===== config.mk =====
export PLATFORM = sky130hd
export DESIGN_NAME = cpu_test_sequencer
export DESIGN_NICKNAME = d
export VERILOG_FILES = /design/src/rtl/cpu_test_sequencer.sv
export SDC_FILE = /design/constraint.sdc
export NUM_CORES = 1
export LEC_CHECK = 0
export CAP_MARGIN = 0
export CELL_PAD_IN_SITES_DETAIL_PLACEMENT = 0
export CELL_PAD_IN_SITES_GLOBAL_PLACEMENT = 2
export CORE_MARGIN = 2
export CORE_UTILIZATION = 21
export CTS_BUF_LIST = sky130_fd_sc_hd__clkbuf_2
export DETAILED_ROUTE_END_ITERATION = 6
export PLACE_DENSITY_LB_ADDON = 0.1
export SLEW_MARGIN = 20
export SYNTH_ARGS = -nofsm -noshare
export SYNTH_HDL_FRONTEND = slang
export SYNTH_SLANG_ARGS = --single-unit

===== constraint.sdc =====
create_clock -name clk -period 4.9 [get_ports clk]
set_input_delay 1.47 -clock clk [delete_from_list [all_inputs] [get_ports clk]]
set_output_delay 1.47 -clock clk [all_outputs]
set_load 0.03 [all_outputs]

===== src/rtl/cpu_test_sequencer.sv =====
`default_nettype none
// ============================================================================
// Module   : cpu_test_sequencer
// Brief    : Test harness controller for the CPU cores. It streams instruction
//            and data memory images in and holds the CPU in reset while forcing
//            the start PC. It then runs the CPU under a cycle budget and
//            reports pass, fail or timeout from a signature store.
// Revision : 1.0 - initial release
// ============================================================================
module cpu_test_sequencer #(
    parameter int DATA_W  = 32,
    parameter int IMEM_AW = 6,
    parameter int DMEM_AW = 6,
    parameter int CNT_W   = 16,
    parameter int TIMEOUT = 600,
    parameter int RST_CYC = 2,
    localparam int LD_AW  = (IMEM_AW > DMEM_AW) ? IMEM_AW : DMEM_AW
) (
    input  logic              clk,
    input  logic              rst,
    input  logic              start,
    input  logic [DATA_W-1:0] start_pc,
    input  logic [DATA_W-1:0] sig_addr,
    input  logic [DATA_W-1:0] sig_expect,
    input  logic              ld_valid,
    output logic              ld_ready,
    input  logic              ld_sel,
    input  logic [LD_AW-1:0]  ld_addr,
    input  logic [DATA_W-1:0] ld_data,
    input  logic              ld_last,
    output logic              imem_we,
    output logic              dmem_we,
    output logic [LD_AW-1:0]  mem_waddr,
    output logic [DATA_W-1:0] mem_wdata,
    output logic              cpu_rst,
    output logic              pc_load,
    output logic [DATA_W-1:0] pc_value,
    input  logic              mon_we,
    input  logic [DATA_W-1:0] mon_addr,
    input  logic [DATA_W-1:0] mon_data,
    output logic              busy,
    output logic              done,
    output logic              pass,
    output logic              timeout,
    output logic [CNT_W-1:0]  cycles
);

    localparam int               HC_W      = (RST_CYC > 1) ? $clog2(RST_CYC) : 1;
    localparam logic [HC_W-1:0]  HOLD_LAST = HC_W'(RST_CYC - 1);
    localparam logic [CNT_W-1:0] CNT_MAX   = '1;
    localparam logic [CNT_W-1:0] CNT_LIMIT = CNT_W'(TIMEOUT);
    // Address masks make out-of-range load addresses wrap within each memory.
    localparam logic [LD_AW-1:0] IMEM_MASK = LD_AW'((1 << IMEM_AW) - 1);
    localparam logic [LD_AW-1:0] DMEM_MASK = LD_AW'((1 << DMEM_AW) - 1);

    typedef enum logic [2:0] {
        S_IDLE = 3'd0,
        S_LOAD = 3'd1,
        S_HOLD = 3'd2,
        S_RUN  = 3'd3,
        S_DONE = 3'd4
    } state_t;

    state_t            state_q, state_d;
    logic [HC_W-1:0]   hold_cnt_q, hold_cnt_d;
    logic [CNT_W-1:0]  cycles_q, cycles_d;
    logic              pass_q, pass_d;
    logic              timeout_q, timeout_d;
    logic              pc_load_d;

    logic              imem_we_q, dmem_we_q, pc_load_q;
    logic              cpu_rst_q, busy_q, done_q;
    logic [LD_AW-1:0]  mem_waddr_q;
    logic [DATA_W-1:0] mem_wdata_q, pc_value_q;

    logic              w_xfer;
    logic              w_sig_hit;
    logic              w_hold_last;
    logic [CNT_W-1:0]  w_cycles_inc;

    assign w_xfer       = ld_valid && (state_q == S_LOAD);
    assign w_sig_hit    = mon_we && (mon_addr == sig_addr);
    assign w_hold_last  = (hold_cnt_q == HOLD_LAST);
    assign w_cycles_inc = (cycles_q == CNT_MAX) ? cycles_q : cycles_q + CNT_W'(1);

    // Next-state and result bookkeeping; hold_cnt defaults to zero so each HOLD entry starts fresh.
    always_comb begin
        state_d    = state_q;
        hold_cnt_d = '0;
        cycles_d   = cycles_q;
        pass_d     = pass_q;
        timeout_d  = timeout_q;
        case (state_q)
            S_IDLE, S_DONE: begin
                if (start) begin
                    state_d   = S_LOAD;
                    cycles_d  = '0;
                    pass_d    = 1'b0;
                    timeout_d = 1'b0;
                end
            end
            S_LOAD: begin
                if (w_xfer && ld_last) begin
                    state_d = S_HOLD;
                end
            end
            S_HOLD: begin
                if (w_hold_last) begin
                    state_d = S_RUN;
                end else begin
                    hold_cnt_d = hold_cnt_q + HC_W'(1);
                end
            end
            S_RUN: begin
                cycles_d = w_cycles_inc;
                // A signature store takes priority over a coincident timeout.
                if (w_sig_hit) begin
                    state_d   = S_DONE;
                    pass_d    = (mon_data == sig_expect);
                    timeout_d = 1'b0;
                end else if (w_cycles_inc >= CNT_LIMIT) begin
                    state_d   = S_DONE;
                    pass_d    = 1'b0;
                    timeout_d = 1'b1;
                end
            end
            default: state_d = S_IDLE;
        endcase
        pc_load_d = (state_d == S_HOLD) && (hold_cnt_d == HOLD_LAST);
    end

    // State, counters and result flags.
    always_ff @(posedge clk) begin
        if (rst) begin
            state_q    <= S_IDLE;
            hold_cnt_q <= '0;
            cycles_q   <= '0;
            pass_q     <= 1'b0;
            timeout_q  <= 1'b0;
        end else begin
            state_q    <= state_d;
            hold_cnt_q <= hold_cnt_d;
            cycles_q   <= cycles_d;
            pass_q     <= pass_d;
            timeout_q  <= timeout_d;
        end
    end

    // Registered outputs, decoded from the next state so they line up with the state they describe.
    always_ff @(posedge clk) begin
        if (rst) begin
            imem_we_q   <= 1'b0;
            dmem_we_q   <= 1'b0;
            mem_waddr_q <= '0;
            mem_wdata_q <= '0;
            cpu_rst_q   <= 1'b1;
            pc_load_q   <= 1'b0;
            pc_value_q  <= '0;
            busy_q      <= 1'b0;
            done_q      <= 1'b0;
        end else begin
            imem_we_q <= w_xfer && !ld_sel;
            dmem_we_q <= w_xfer && ld_sel;
            if (w_xfer) begin
                mem_waddr_q <= ld_addr & (ld_sel ? DMEM_MASK : IMEM_MASK);
                mem_wdata_q <= ld_data;
            end
            cpu_rst_q <= (state_d != S_RUN);
            pc_load_q <= pc_load_d;
            if (pc_load_d) begin
                pc_value_q <= start_pc;
            end
            busy_q <= (state_d == S_LOAD) || (state_d == S_HOLD) || (state_d == S_RUN);
            done_q <= (state_d == S_DONE);
        end
    end

    assign ld_ready  = (state_q == S_LOAD);
    assign imem_we   = imem_we_q;
    assign dmem_we   = dmem_we_q;
    assign mem_waddr = mem_waddr_q;
    assign mem_wdata = mem_wdata_q;
    assign cpu_rst   = cpu_rst_q;
    assign pc_load   = pc_load_q;
    assign pc_value  = pc_value_q;
    assign busy      = busy_q;
    assign done      = done_q;
    assign pass      = pass_q;
    assign timeout   = timeout_q;
    assign cycles    = cycles_q;

endmodule
`default_nettype wire


==> run_results.csv <==
group,metric,value,unit
setup_path,timing.rr.start,"cycles[1]",
worst_hold_path,hold_path_end,"mem_wdata[4]",
global_route,grt_antenna_before_repair,4,
routing,wl_per_cell,17.11,um
synthesis,synth_fp_nets,813,
placed_design,dp_cells,1161,
clock_tree,clockBufferDepth,2,
synthesis,ys_ff_latch,98,
sta,final-setup-viol-count,0,
synthesis,async_reset_ff_frac,0,
global_route,grt_pass1_vias,5360,
setup_path,max_stage_delay,0.78,ns
worst_hold_path,min-delay-start,"mem_wdata[4]",
setup_path,startpoint_type,"flop",
clock_tree,cts_sinks,98,
floorplan,die_y,154.3,um
sta,slew_headroom,0.4610,
power_and_ir_drop,vdd_drop_max,91.45,uV
final_layout,fin_cells,1181,
final_layout,fin_nets,1093,
flow_run,maxCapViolations,0,
synthesis,synth_flop_cell,"dfxtp_1",
synthesis,synth_most_common_cell,"nand2_1",
setup_path,required,3.43,ns
clock_tree,cts-resized-gates,0,
floorplan,io_pins,300,
sta,fin_crit,3.895,ns
clock_tree,clock_latency,0.63,ns
sta,slew_viol_final,0,
clock_tree,cts_tree,"built",
sta,tns,0,ns
synthesis,syn_area,4746,um^2
floorplan,die_w,154.3,um
power_and_ir_drop,p_sw_frac,0.2954,
global_route,grt_max_degree,74,
setup_path,rr_endpoint,"done",
routing,wirelength,20210,um
clock_tree,cts_setup_buffers,0,
synthesis,yosys.area.top_type,"dfxtp_1",
floorplan,die-area,23820,um^2
synthesis,avgSynthCellArea,7.818,um^2
clock_tree,clock-root-buffer,"clkbuf_2",
routing,drt-initial-drc-count,222,
worst_hold_path,min_path_cells,2,
synthesis,yosysWarnings,0,
placed_design,place_worst_setup_slack,1.281,ns
power_and_ir_drop,combPwrFrac,0.246,
sta,worst_pin_slew,0.8085,ns
synthesis,synthTopCellsByCount,"163 x nand2_1, 98 x dfxtp_1, 82 x a21oi_1, 51 x xor2_1, 29 x clkbuf_1",
power_and_ir_drop,p_int,0.001176,W
sta,hold_violations,0,
routing,route.detailed.drc,0,
sta,fmax,256.7,MHz
synthesis,synth_edf_count,0,
sta,rsz0062_at_grt,"no",
setup_path,crit_chain,"nor3b_1 > clkdlybuf4s50_1",
worst_hold_path,hold_path.class,"reg2reg",
routing,firstDrtPassIters,4,
placed_design,gp_congestion,0.8477,
placed_design,port_buffers,299,
placed_design,dpl.hpwl,15990,um
power_and_ir_drop,p_clk_frac,0.251,
clock_tree,clk_pin_slew_worst_paths,0.28,ns
sta,period_share,0.7950,
setup_path,cp_max_fo,15,
routing,num_vias,5330,
final_layout,utilization,0.3620,
setup_path,rrSetupSlack,2.02,ns
clock_tree,cts_hold_buf,0,
setup_path,arrival,2.43,ns
routing,vias_per_cell,4.513,
run_status,outcome,"finished clean",
power_and_ir_drop,p_switching,0.0004930,W
setup_path,slowest_stage,"clkdlybuf4s50_1",
final_layout,nFillCells,2355,
setup_path,end_kind,"primary output",
floorplan,num_rows,55,
setup_path,reg2reg_depth,7,
global_route,grt_usage,0.1641,
routing,drtAntennaViolNets,0,
sta,timing.hold.ws,0.4699,ns
power_and_ir_drop,p_leak,2.800,nW
floorplan,initial_core_util,0.2115,
final_layout,seq_area,1962,um^2
clock_tree,htree_levels,3,
synthesis,synth_cell_types,52,
sta,skew,0.04378,ns
final_layout,drive_gt1_frac,0.03475,
global_route,grt_pass1_wl,30100,um
global_route,grt.overflow.total,0,
synthesis,ys_seq_area_frac,0.4134,
power_and_ir_drop,p_per_area,205.5,nW/um^2
final_layout,syn2layout_area_growth,71.10,%
power_and_ir_drop,power_frac_seq,0.502,
setup_path,critPathKind,"reg2out",
synthesis,synth_cells,607,
synthesis,synthTopCellsByArea,"dfxtp_1 41%, nand2_1 13%, xor2_1 9.4%",
final_layout,multi_input_area,2649,um^2
clock_tree,cts_buffers,9,
synthesis,synth_top_cell_area_share,0.4134,
floorplan,fp.coreArea,22430,um^2
sta,setup_slack,1.005,ns
-- critical path, delay by kind of cell (launching register included) --
kind | cells | cell delay, ns
DFF | 1 | 0.68
buffers and inverters | 1 | 0.78
and+or+nand+nor | 1 | 0.35
-- layout make-up --
cell class                 count  share of cell area
clock buffer                  10            0.006163
clock inverter                 6            0.008012
inverter                       4            0.001849
timing repair buffer         302              0.3710
multi-input combinational    472              0.3262
antenna                        4            0.001233
sequential                    98              0.2416
tap                          285             0.04391
-- metrics by stage --
stage,total power (W),cell area (um^2)
2_1_floorplan,0.001009,4746
3_3_place_gp,0.001267,7994
3_5_place_dp,0.001269,7995
4_1_cts,0.001705,8110
5_1_grt,0.001766,8120
6_report,0.001669,8120
-- how the worst max path moves through the flow --
stage                       startpoint  endpoint  slack (ns)  depth (start not counted)
after floorplan           sig_addr[25]   timeout        2.09                          6
after global placement     sig_addr[4]   timeout        1.32                          7
after detailed placement   sig_addr[4]   timeout        1.28                          7
after CTS                   state_q[0]  ld_ready        0.93                          2
after global routing        state_q[0]  ld_ready        0.81                          2
final                       state_q[0]  ld_ready        1.00                          2
-- routing by layer --
layer | GRT usage | routed length (um) | vias up
met1 | 0.1800 | 7857 | 2447
li1 | - | - | 2655
met4 | 0.06217 | 431 | 0
met2 | 0.2972 | 10340 | 209
met5 | 0 | 0 | -
met3 | 0.05043 | 1581 | 19
-- flip-flops by register name (all words and copies together), names as in the netlist --
signal	count
cpu_rst	1
mem_wdata	32
cycles	16
mem_waddr	6
state_q	3
dmem_we	1
pc_load	1
busy	1
pass	1
imem_we	1
done	1
hold_cnt_q	1
timeout	1
pc_value	32
-- power by group through the flow --
stage,registers (W),clock network [W],logic [W]
after global placement,0.000852,0,0.000415
after global routing,0.000844,0.000481,0.000441
after detailed placement,0.000853,0,0.000416
after CTS,0.000839,0.000448,0.000418
final,0.000838,0.000420,0.000411
after floorplan,0.000892,0,0.000118
-- cell families after synthesis --
kind of cell	share of synthesized area
AND/OR/NAND/NOR	0.2702
AO/OA/AOI/OAI	0.1519
flip-flops	0.4134
XOR/XNOR	0.1273
buffers and inverters	0.03005
multiplexers	0.004482
adder cells (fa/ha/maj)	0.002636
-- cells in the final DEF, fill, tap and decap left out, types with 11 or more instances in the layout --
cell / n
a21oi_1: 82
clkdlybuf4s50_1: 298
dfxtp_1: 98
nand2_1: 163
nand3_1: 13
nand4_1: 11
nor2_1: 28
nor4_1: 20
xnor2_1: 18
xor2_1: 51
Power figures use the tool's default switching activity.
